**src/rtl/ram_block_copy_pkg.sv**
```systemverilog
// ram_block_copy_pkg: shared widths and FSM encoding for the RAM block-copy master.
package ram_block_copy_pkg;
  localparam int DEF_ADDR_W = 8;
  localparam int DEF_DATA_W = 64;
  localparam int DEF_LEN_W  = DEF_ADDR_W + 1;
  typedef enum logic [2:0] {
    ST_IDLE  = 3'd0,
    ST_READ  = 3'd1,
    ST_CAPT  = 3'd2,
    ST_WRITE = 3'd3,
    ST_DONE  = 3'd4
  } state_e;
endpackage

```
**src/rtl/ram_block_copy.sv**
```systemverilog
// ram_block_copy: copies LEN words SRC->DST inside a single-port RAM, one word per READ/CAPT/WRITE triple.
module ram_block_copy
  import ram_block_copy_pkg::*;
#(
  parameter int ADDR_W = DEF_ADDR_W,
  parameter int DATA_W = DEF_DATA_W,
  parameter int LEN_W  = ADDR_W + 1
) (
  input  logic              clk,
  input  logic              reset,
  input  logic              start,
  input  logic [ADDR_W-1:0] src_addr,
  input  logic [ADDR_W-1:0] dst_addr,
  input  logic [LEN_W-1:0]  length,
  output logic              busy,
  output logic              done,
  output logic [LEN_W-1:0]  count,
  output logic              m_cen,
  output logic              m_wen,
  output logic [ADDR_W-1:0] m_addr,
  output logic [DATA_W-1:0] m_dout,
  input  logic [DATA_W-1:0] m_din
);
  state_e state_q, state_d;
  logic [ADDR_W-1:0] src_q, src_d, dst_q, dst_d, addr_q;
  logic [LEN_W-1:0] rem_q, rem_d, cnt_q, cnt_d;
  logic [DATA_W-1:0] buf_q, buf_d, dout_q;
  logic busy_q, done_q, cen_q, wen_q, rd_d, wr_d;
  always_comb begin
    state_d = state_q;
    src_d = src_q;
    dst_d = dst_q;
    rem_d = rem_q;
    cnt_d = cnt_q;
    buf_d = buf_q;
    case (state_q)
      ST_IDLE: if (start) begin
        cnt_d = '0;
        if (length != '0) begin
          src_d = src_addr;
          dst_d = dst_addr;
          rem_d = length;
          state_d = ST_READ;
        end else state_d = ST_DONE;
      end
      ST_READ: state_d = ST_CAPT;
      ST_CAPT: begin
        buf_d = m_din;
        state_d = ST_WRITE;
      end
      ST_WRITE: begin
        src_d = src_q + 1'b1;
        dst_d = dst_q + 1'b1;
        cnt_d = cnt_q + 1'b1;
        rem_d = rem_q - 1'b1;
        state_d = (rem_q > LEN_W'(1)) ? ST_READ : ST_DONE;
      end
      default: state_d = ST_IDLE;
    endcase
  end
  // Outputs are registered from the next state, so the bus reflects the state it is in.
  assign rd_d = (state_d == ST_READ);
  assign wr_d = (state_d == ST_WRITE);
  always_ff @(posedge clk or posedge reset) begin
    if (reset) begin
      state_q <= ST_IDLE;
      src_q <= '0;
      dst_q <= '0;
      rem_q <= '0;
      cnt_q <= '0;
      buf_q <= '0;
      busy_q <= 1'b0;
      done_q <= 1'b0;
      cen_q <= 1'b0;
      wen_q <= 1'b0;
      addr_q <= '0;
      dout_q <= '0;
    end else begin
      state_q <= state_d;
      src_q <= src_d;
      dst_q <= dst_d;
      rem_q <= rem_d;
      cnt_q <= cnt_d;
      buf_q <= buf_d;
      busy_q <= (state_d != ST_IDLE);
      done_q <= (state_d == ST_DONE);
      cen_q <= rd_d | wr_d;
      wen_q <= wr_d;
      addr_q <= rd_d ? src_d : wr_d ? dst_d : '0;
      dout_q <= wr_d ? buf_d : '0;
    end
  end
  assign busy = busy_q;
  assign done = done_q;
  assign count = cnt_q;
  assign m_cen = cen_q;
  assign m_wen = wen_q;
  assign m_addr = addr_q;
  assign m_dout = dout_q;
endmodule

```
**config.mk**
```make
export PLATFORM = sky130hd
export DESIGN_NAME = ram_block_copy
export DESIGN_NICKNAME = d
export VERILOG_FILES = /design/src/rtl/ram_block_copy_pkg.sv /design/src/rtl/ram_block_copy.sv
export SDC_FILE = /design/constraint.sdc
export NUM_CORES = 1
export LEC_CHECK = 0
export CORE_MARGIN = 10
export CORE_UTILIZATION = 34
export CTS_CLUSTER_DIAMETER = 150
export DETAILED_ROUTE_END_ITERATION = 7
export PLACE_DENSITY = 0.69
export SLEW_MARGIN = 25
export SYNTH_ARGS = -nofsm -noshare
export SYNTH_HDL_FRONTEND = slang
export SYNTH_SLANG_ARGS = --single-unit
export TNS_END_PERCENT = 10
```
**constraint.sdc**
```tcl
create_clock -name clk -period 4.6 [get_ports clk]
set_clock_uncertainty 0.15 [all_clocks]
set_input_delay 0.69 -clock clk [delete_from_list [all_inputs] [get_ports clk]]
set_output_delay 0.69 -clock clk [all_outputs]
set_load 0.01 [all_outputs]
```
Word level (Yosys, flattened, before mapping) --
Cells that the tools add are included.
Operators by class: add/sub/neg operators 4, reductions and logical operators 6, bitwise gates (word level) 1, multiplexer cells 19, eq/ne operators 8, $lt $le $gt $ge 1
Operators by type and width (count):
- $mux W64 | 2
- $mux W8 | 6
- $pmux W9 S2 | 2
- $pmux W8 S2 | 2
- $mux W9 | 3
- $add A8 B1 Y8 const B | 2
- $pmux W3 S4 | 1
- $add A9 B1 Y9 const B | 1
- $eq A3 B2 Y1 const B | 3
- $gt A9 B1 Y1 const B | 1
- $mux W3 | 3
- $reduce_bool A9 Y1 | 1
- $sub A9 B1 Y9 const B | 1
- $eq A3 B1 Y1 const B | 2
- $ne A2 B2 Y1 const B | 2
- $eq A3 B3 Y1 const B | 1
- $logic_not A3 Y1 | 1
- $reduce_and A3 Y1 | 1
- $reduce_bool A3 Y1 | 1
- $reduce_and A2 Y1 | 1
- $reduce_bool A2 Y1 | 1
- $or A1 B1 Y1 | 1
Storage, ports and cells: output and inout bits 85, register bits after elaboration 177

Longest topological paths before layout --
Gate-level depths: netlist of run 1.
depth in word-level cells 7, depth in mapped cells 8, gate-level depth less buffers 6

Least setup slack after synthesis of run 1 --
No wires, ideal clock.
kind input port to flip-flop, start point in start, end point reg addr_q[7] (netlist: m_addr[7]), path slack 2328 ps, cell stages on the path 6, library setup time 131 ps, arrival time 1990 ps, path through or4b_1 buf_2 a31o_2 and3_1 a211oi_2 o22ai_2
Between the ends: word-level cells in the longest chain between the ends 5, elaborated cells between the ends (all ways) 10
RTL lines:
- from (decl) | RTL line ram_block_copy.sv:11 | input logic start,
- $mux W3 | RTL line ram_block_copy.sv:37 | ST_IDLE: if (start) begin
- $pmux W3 S4 | RTL line ram_block_copy.sv:36 | case (state_q)
- $eq A3 B2 Y1 | RTL line ram_block_copy.sv:63 | assign wr_d = (state_d == ST_WRITE);
- $mux W8 | RTL line ram_block_copy.sv:89 | addr_q <= rd_d ? src_d : wr_d ? dst_d : '0;
- $mux W8 * | RTL line ram_block_copy.sv:89
- to (signal assigned) | RTL line ram_block_copy.sv:89
- to (decl) | RTL line ram_block_copy.sv:25 | logic [ADDR_W-1:0] src_q, src_d, dst_q, dst_d, addr_q;
Mark *: on every way between the ends. The rest lies on a longest branch, timed or not. A chain may end at the register's enable or synchronous reset.

Worst setup path after layout of run 1 --
start point in start, end point reg dst_q[7]
Between the ends: word-level cells in the longest chain between the ends 2
RTL lines:
- $mux W8 | RTL line ram_block_copy.sv:37
- $pmux W8 S2 | RTL line ram_block_copy.sv:36
- via dst_d[7] | RTL line ram_block_copy.sv:25
- to (signal assigned) | RTL line ram_block_copy.sv:81 | dst_q <= dst_d;
- to (decl) | RTL line ram_block_copy.sv:25
The timed path passes the listed nets, and every way through them passes these cells.

==> results of run 1 <==
-- final timing paths --
check	endpoint	slack (ns)
max	dst_q[7]$_DFF_PP0_	1.51
min	rem_q[7]$_DFFE_PP0P_	0.35
min in group asynchronous	m_dout[4]$_DFF_PP0_	0.58
max in group asynchronous	m_dout[43]$_DFF_PP0_	2.91
min reg2reg	rem_q[7]$_DFFE_PP0P_	0.35
max reg2reg	dst_q[7]$_DFF_PP0_	1.74
-- logic make-up (layout without fill, tap and decap cells) --
family	Yosys count	after routing
xor+xnor	2	2
mux	1	1
fa+ha+maj	5	5
compound gates	78	78
buf+inv	27	219
simple gates	167	167
flops	113	113
-- per-stage QoR --
stage                     hold WS, ns  cell area (µm²)  std cells   util  power [mW]
after detailed placement        0.339             6410        725  0.502        3.00
after global routing            0.375             7040        757  0.551        4.65
after CTS                       0.351             7040        757  0.551        4.43
after global placement          0.328             6410        725  0.502        2.96
final                           0.346             7040        757  0.551        4.38
after floorplan                 0.298             4500        393      -        2.30
-- layer usage --
layer  up-vias  track usage
li1       1728            -
met1      1798        0.162
met2       182        0.239
met3        14        0.116
met4         0       0.0544
met5         -            0
-- state kept, by name, indices dropped and copies added, names as in the netlist, 3 cells and up --
signal   cells
state_q      3
m_addr       8
rem_q        9
src_q        8
count        9
dst_q        8
m_dout      64
-- cell type report --
type                    count  area share
inverters                   9     0.00515
flip-flops and latches    113       0.402
repair buffers            178       0.254
clock buffers              19      0.0629
clock inverters            13      0.0261
well taps                 172      0.0306
multi-input cells         253       0.220
-- synthesized netlist by cell type (4+ instances only) --
master	count	area, µm²
nor2_1	17	63.8
a31oi_1	4	25.0
nand3_1	13	65.1
clkbuf_1	11	41.3
inv_1	9	33.8
o211ai_1	8	60.1
and3_1	7	43.8
o21ai_0	20	100
o22ai_1	4	25.0
nor3_1	5	25.0
a21oi_1	9	45.0
and2_1	64	400
or3_1	4	25.0
nand4_1	7	43.8
dfrtp_1	113	2830
o21ai_1	4	20.0
ha_1	5	62.6
buf_2	4	20.0
nand2_1	38	143
-- critical path, stage by stage --
cell and delay [ns]:
clkdlybuf4s50_1 0.53, or4b_1 0.66, a31oi_4 0.73, nor2_2 0.20, o21ai_0 0.21, o311ai_0 0.15
-- cells in the final DEF, fill, tap and decap left out, types with 7 or more instances in the layout --
cell type	synthesis	routed
nand3_1	13	13
and3_1	7	7
dfrtp_1	113	113
a21oi_1	9	9
o211ai_1	8	8
nor2_1	17	17
nand2_1	38	38
nand4_1	7	7
inv_1	9	8
clkbuf_16	0	17
o21ai_0	20	20
and2_1	64	64
clkdlybuf4s50_1	0	176
-- power groups by stage --
stage | clock network, mW | logic, mW | registers [mW]
after floorplan | 0 | 0.716 | 1.58
after global placement | 0 | 1.44 | 1.52
after detailed placement | 0 | 1.47 | 1.53
after CTS | 1.42 | 1.48 | 1.53
after global routing | 1.47 | 1.61 | 1.57
final | 1.39 | 1.46 | 1.53
==> results_dict.tcl, run 1 <==
set metrics [dict create \
    port_buffers 176 \
    grt_pass1_vias 3813 \
    pwr-share-seq 0.349 \
    tns_ns 0 \
    fin_ws_ns 1.51 \
    cts_setup_buffers 0 \
    pwr-share-clk 0.318 \
    hold_class "reg -> reg" \
    ir_worst_vdd_mv 0.329 \
    regArea_um2 2830 \
    dieArea_um2 18200 \
    multi_input_area_um2 1550 \
    clock_path_buffers 2 \
    yosys.area_share.simple 0.201 \
    worstMarginPinSlew_ns 0.910 \
    hold_path_depth 1 \
    cts_buffers 17 \
    period_share 0.671 \
    wl_met2_mm 6.58 \
    wirelength_mm 14.0 \
    cts.sink_count 113 \
    netlist_area_um2 4500 \
    io_pins 177 \
    reg2regPathDepth 5 \
    powerDensity_nw_per_um2 622 \
    ctsHtreeMaxLevel 4 \
    leakagePower_nw 3.08 \
    crit_path_end_kind "flip-flop" \
    overflow 0 \
    fillCellCount 1098 \
    synth_cell_types 53 \
    synth_compound_area_frac 0.122 \
    hold_path.startpoint "rem_q[7]$_DFFE_PP0P_" \
    highest_layer "met4" \
    synth_area_per_cell_um2 11.5 \
    p_int_mw 2.95 \
    final_antenna_net_count 0 \
    routabilityCongestion 0.808 \
    drtIter0Drc 261 \
    ys_seq_elements 113 \
    startpoint "start" \
    ys_seq_area_frac 0.628 \
    ctsResizeCount 0 \
    setup_viol 0 \
    grt_pass1_wl_mm 21.7 \
    area_growth_pct 56.4 \
    wire_per_inst_um 18.5 \
    yosysWarnings 0 \
    fp.dieH_um 135 \
    cp.required_ns 4.70 \
    synthAdderAreaFrac 0.0139 \
    drc 0 \
    wl_met3_mm 2.15 \
    hpwl_mm 10.4 \
    antennaDiodeCount 0 \
    dr_total_vias 3722 \
    rows 41 \
    grt_usage 0.156 \
    max_freq_mhz 324 \
    p_comb_frac 0.332 \
    start_util 0.353 \
    synthMuxAreaShare 0.00222 \
    wl_met1_mm 5.13 \
    synth_edf_count 0 \
    syn_inst 393 \
    slew_headroom 0.393 \
    drive_above_1_share 0.0803 \
    path_max_fanout 28 \
    startpoint_type "input port" \
    yosys_most_used_dff "dfrtp_1" \
    grt_max_degree 72 \
    ctsHoldBuffers 0 \
    synth_xor_area_frac 0.00389 \
    dpl_worst_slack_ns 1.09 \
    synth_top_family_by_area "simple AND/OR/NAND/NOR gates" \
    syn_nets 490 \
    antenna_found_initial 0 \
    rsz0062_at_grt "no" \
    r2r_start "state_q[0]$_DFF_PP0_" \
    cts_tree "built" \
    first_pass_iters 5 \
    p_sw_mw 1.43 \
    worstPathArrival_ns 3.19 \
    cts-root-buf "clkbuf_16" \
    via_per_inst 4.92 \
    path_class "in -> reg" \
    maxSlewViolCount 0 \
    drv_cap 0 \
    fp.dieW_um 135 \
    clk_latency_ns 0.41 \
    fin_nets 669 \
    switching_share 0.326 \
    core_area_um2 12800 \
    synthArstFlopShare 1.00 \
    clk_pin_slew_ns 0.05 \
    period_needed_ns 3.09 \
    status "finished clean" \
    hold_viol 0 \
]
No activity file was read; power rests on OpenSTA's default activity.
==> run 2: changes to the inputs <==
Settings changed: PLACE_DENSITY 0.69 to 0.72.
Clock period 4.6 ns to 2.65 ns, I/O delays scaled along.
==> run 2 against run 1 <==
- first-iteration DRC count down 18%
- hold slack worse by 0.018 ns
- flip-flop and latch count unchanged
- critical path type is now reg -> reg
- largest cell class unchanged
- largest power group is now combinational logic
- highest routed layer unchanged
==> results_dict.tcl, run 2 (same netlist as run 1, synthesis figures left out) <==
set metrics [dict create \
    status "finished clean" \
    r2r_start "rem_q[3]$_DFFE_PP0P_" \
    cts_buffers 17 \
    r2r_slack_ns 0.21 \
    crit_path_end "m_addr[3]$_DFF_PP0_" \
    grt_usage 0.154 \
    reg2regPathDepth 5 \
    rows 41 \
    drive_above_1_share 0.0973 \
    antenna_found_initial 0 \
    fp.dieH_um 135 \
    final_common_cell "clkdlybuf4s50_1" \
    antennaDiodeCount 0 \
    overflow 0 \
    core_area_um2 12800 \
    leakagePower_nw 3.11 \
    path_max_fanout 7 \
    maxSlewViolCount 0 \
    grt_max_degree 114 \
    max_freq_mhz 410 \
    worstPathArrival_ns 2.57 \
    final_antenna_net_count 0 \
    drc 0 \
    period_needed_ns 2.44 \
    cts-root-buf "clkbuf_16" \
    hold_viol 0 \
    dr_total_vias 3709 \
    dieArea_um2 18200 \
    largest_register_ffs 64 \
    fp.dieW_um 135 \
    fillCellCount 1055 \
    wire_per_inst_um 17.6 \
    hpwl_mm 10.1 \
    r2r_end "m_addr[3]$_DFF_PP0_" \
    place_inst 736 \
    clk_latency_ns 0.42 \
    via_per_inst 4.83 \
    slew_headroom 0.602 \
    rsz0062_at_grt "no" \
    tns_ns 0 \
    startpoint "rem_q[3]$_DFFE_PP0P_" \
    whs_ns 0.329 \
    start_util 0.353 \
    powerDensity_nw_per_um2 1060 \
    area_growth_pct 58.2 \
    cts_setup_buffers 0 \
    ctsHtreeMaxLevel 4 \
    path_class "reg -> reg" \
    setup_viol 0 \
    drv_cap 0 \
    grt_pass1_wl_mm 22.0 \
    drtIter0Drc 213 \
    routabilityCongestion 0.818 \
    final_cells 768 \
    cts_tree "built" \
    cts.sink_count 113 \
    final_cell_mix "clkdlybuf4s50_1 (176), dfrtp_1 (113), and2_1 (64), nand2_1 (38), o21ai_0 (20)" \
    clk_pin_slew_ns 0.05 \
    grt_pass1_vias 4039 \
    wirelength_mm 13.5 \
    io_pins 177 \
    port_buffers 176 \
    ctsHoldBuffers 0 \
    worstMarginPinSlew_ns 0.595 \
    clock_path_buffers 2 \
    ctsResizeCount 0 \
    ir_worst_vdd_mv 0.457 \
    cp.required_ns 2.78 \
    hold_path.startpoint "rem_q[7]$_DFFE_PP0P_" \
    first_pass_iters 5 \
    hold_class "reg -> reg" \
    startpoint_type "flip-flop" \
    period_share 0.920 \
    crit_path_end_kind "flip-flop" \
    fin_nets 680 \
]
## run 2: worst max-delay path, stage by stage, from the launching register on
cell      delay, ns
dfrtp_1        0.42
or3_1          0.40
nor4_1         0.38
o211ai_1       0.37
a21oi_2        0.43
o211ai_1       0.15
## run 2: worst min-delay path by stage
stage / end / slack, ns / cells past startpoint
6_report: rem_q[7]$_DFFE_PP0P_ / 0.33 / 1
5_1_grt: rem_q[7]$_DFFE_PP0P_ / 0.37 / 1
4_1_cts: rem_q[7]$_DFFE_PP0P_ / 0.33 / 1
3_5_place_dp: rem_q[7]$_DFFE_PP0P_ / 0.32 / 1
3_3_place_gp: rem_q[7]$_DFFE_PP0P_ / 0.32 / 1
2_1_floorplan: rem_q[7]$_DFFE_PP0P_ / 0.30 / 1
## run 2: metrics by stage
stage          area (µm²)  worst slack [ns]  total power, mW   util
2_1_floorplan        4510             0.515             3.99      -
3_3_place_gp         6520             0.133             5.25  0.511
3_5_place_dp         6520             0.102             5.34  0.511
4_1_cts              7120             0.244             7.65  0.558
5_1_grt              7120             0.106             8.03  0.558
6_report             7120             0.212             7.56  0.558
## run 2: layer usage
layer  up-vias  routed length, µm  track usage
li1       1751                  -            -
met5         -                  0            0
met3        19               1980        0.106
met2       177               6350        0.241
met1      1762               5000        0.159
met4         0                212       0.0556
## run 2: final cells by class
class                   instances  area, µm²  share of cell area
clock buffers                  21        470              0.0660
inverters                       9       37.5             0.00527
multi-input cells             253       1550               0.217
clock inverters                11        130              0.0183
well taps                     172        215              0.0302
repair buffers                189       1900               0.266
flip-flops and latches        113       2830               0.397
## run 2: power by group
group	internal [mW]	total, mW	switching, mW	leakage [nW]
clock	1.46	2.27	0.814	0.282
sequential	2.28	2.62	0.343	1.48
combinational	1.34	2.66	1.32	1.36
total	5.08	7.56	2.48	3.11
==> run 3: changes to the inputs <==
Settings changed: ABC_CLOCK_PERIOD_IN_PS set to 2650, CTS_CLUSTER_SIZE set to 28, PLACE_DENSITY 0.72 to 0.69.
==> run 3 against run 2 <==
- final area shrank 0.18%
- global-route usage grew 0.40 points
- total power grew 0.38%
- count of clock-buffer cells in the layout is the same
- maximum frequency grew 2.7%
- clock power is essentially flat
- wire length grew 3.6%
- combinational power is essentially flat
- non-clock buffer count shrank 1
- die area is the same
- core utilization shrank 0.098 points
- worst setup slack gained 0.064 ns
==> results_dict.tcl, run 3 (same netlist as run 1, synthesis figures left out) <==
set metrics [dict create \
    ctsHoldBuffers 0 \
    status "finished clean" \
    grt_pass1_vias 4013 \
    cts-root-buf "clkbuf_16" \
    wire_per_inst_um 18.3 \
    via_per_inst 4.83 \
    core_area_um2 12800 \
    fp.dieH_um 135 \
    grt_max_degree 114 \
    path_max_fanout 7 \
    fin_nets 679 \
    clock_path_buffers 2 \
    p_sw_mw 2.46 \
    crit_buf_inv 0 \
    max_freq_mhz 421 \
    io_pins 177 \
    cts_buffers 17 \
    dieArea_um2 18200 \
    antenna_found_initial 0 \
    path_class "reg -> reg" \
    cp.required_ns 2.78 \
    ir_worst_vdd_mv 0.555 \
    period_needed_ns 2.37 \
    drv_cap 0 \
    ctsHtreeMaxLevel 4 \
    fp.dieW_um 135 \
    hold_viol 0 \
    final_common_cell "clkdlybuf4s50_1" \
    ctsResizeCount 0 \
    setup_viol 0 \
    drtIter0Drc 296 \
    grt_usage 0.158 \
    leakagePower_nw 3.11 \
    pwr-share-seq 0.346 \
    clk_pin_slew_ns 0.05 \
    switching_share 0.325 \
    path_cells "or3_1, nor4_1, o211ai_1, a21oi_2, o22ai_1" \
    slew_headroom 0.609 \
    dpl_worst_slack_ns 0.0680 \
    tns_ns 0 \
    rows 41 \
    powerDensity_nw_per_um2 1070 \
    fin_ws_ns 0.276 \
    slowest_delay_ns 0.42 \
    largest_register_ffs 64 \
    cts_tree "built" \
    cpMaxStageDelayCell "dfrtp_1" \
    drc 0 \
    routabilityCongestion 0.840 \
    cp_top_family "compound AO/OA/AOI/OAI gates" \
    final_antenna_net_count 0 \
    worstMarginPinSlew_ns 0.587 \
    cts_setup_buffers 0 \
    maxSlewViolCount 0 \
    hold_class "reg -> reg" \
    crit_path_end_kind "flip-flop" \
    pwr-share-clk 0.303 \
    port_buffers 176 \
    final_cell_mix "clkdlybuf4s50_1 (176), dfrtp_1 (113), and2_1 (64), nand2_1 (38), o21ai_0 (20)" \
    p_int_mw 5.12 \
    cts.sink_count 113 \
    wirelength_mm 14.0 \
    overflow 0 \
    period_share 0.896 \
    hpwl_mm 10.4 \
    drive_above_1_share 0.0926 \
    dr_total_vias 3698 \
    start_util 0.353 \
    p_comb_frac 0.351 \
    rsz0062_at_grt "no" \
    first_pass_iters 6 \
    antennaDiodeCount 0 \
    clk_latency_ns 0.41 \
    grt_pass1_wl_mm 22.2 \
    area_growth_pct 57.9 \
    worstPathArrival_ns 2.50 \
    startpoint_type "flip-flop" \
]
==> run 3: power by group through the flow <==
stage	Clock [mW]	Sequential, mW	Combinational (mW)
floorplan	0	2.75	1.24
global placement	0	2.62	2.64
detailed placement	0	2.63	2.69
CTS	2.34	2.62	2.71
global route	2.42	2.70	2.92
finish	2.30	2.62	2.67
==> run 3: final cells by class <==
class,instances,area [µm²]
clock buffer,21,460
timing repair buffer,188,1890
tap,172,215
sequential,113,2830
inverter,9,37.5
clock inverter,10,135
multi-input combinational,253,1550
fill,1061,5660
==> run 3: path summary, 6_finish.rpt <==
path                                             end  cells after the start  slack, ns                  from
worst max register to register   m_addr[1]$_DFF_PP0_                      5       0.28  rem_q[3]$_DFFE_PP0P_
max in group asynchronous             done$_DFF_PP0_                      3       1.56                 reset
worst min register to register  rem_q[7]$_DFFE_PP0P_                      1       0.33  rem_q[7]$_DFFE_PP0P_
worst max-delay path             m_addr[1]$_DFF_PP0_                      5       0.28  rem_q[3]$_DFFE_PP0P_
worst min-delay path            rem_q[7]$_DFFE_PP0P_                      1       0.33  rem_q[7]$_DFFE_PP0P_
min in group asynchronous        m_dout[8]$_DFF_PP0_                      3       0.38                 reset
==> run 3: routing by layer <==
layer,part of all wire,GRT usage,vias to the layer above
met5,0,0,-
met4,0.012,0.0610,0
met3,0.15,0.113,16
met2,0.46,0.240,179
met1,0.38,0.166,1758
li1,-,-,1745
==> run 3: metrics by stage <==
stage                     utilization  hold slack [ns]  instance area, µm²  cells  power, mW
after floorplan                     -            0.298                4510    393       3.99
after global placement          0.510            0.325                6520    735       5.26
after detailed placement        0.510            0.323                6520    735       5.33
after CTS                       0.557            0.334                7110    766       7.67
after global routing            0.557            0.349                7110    766       8.04
final                           0.557            0.334                7110    766       7.59
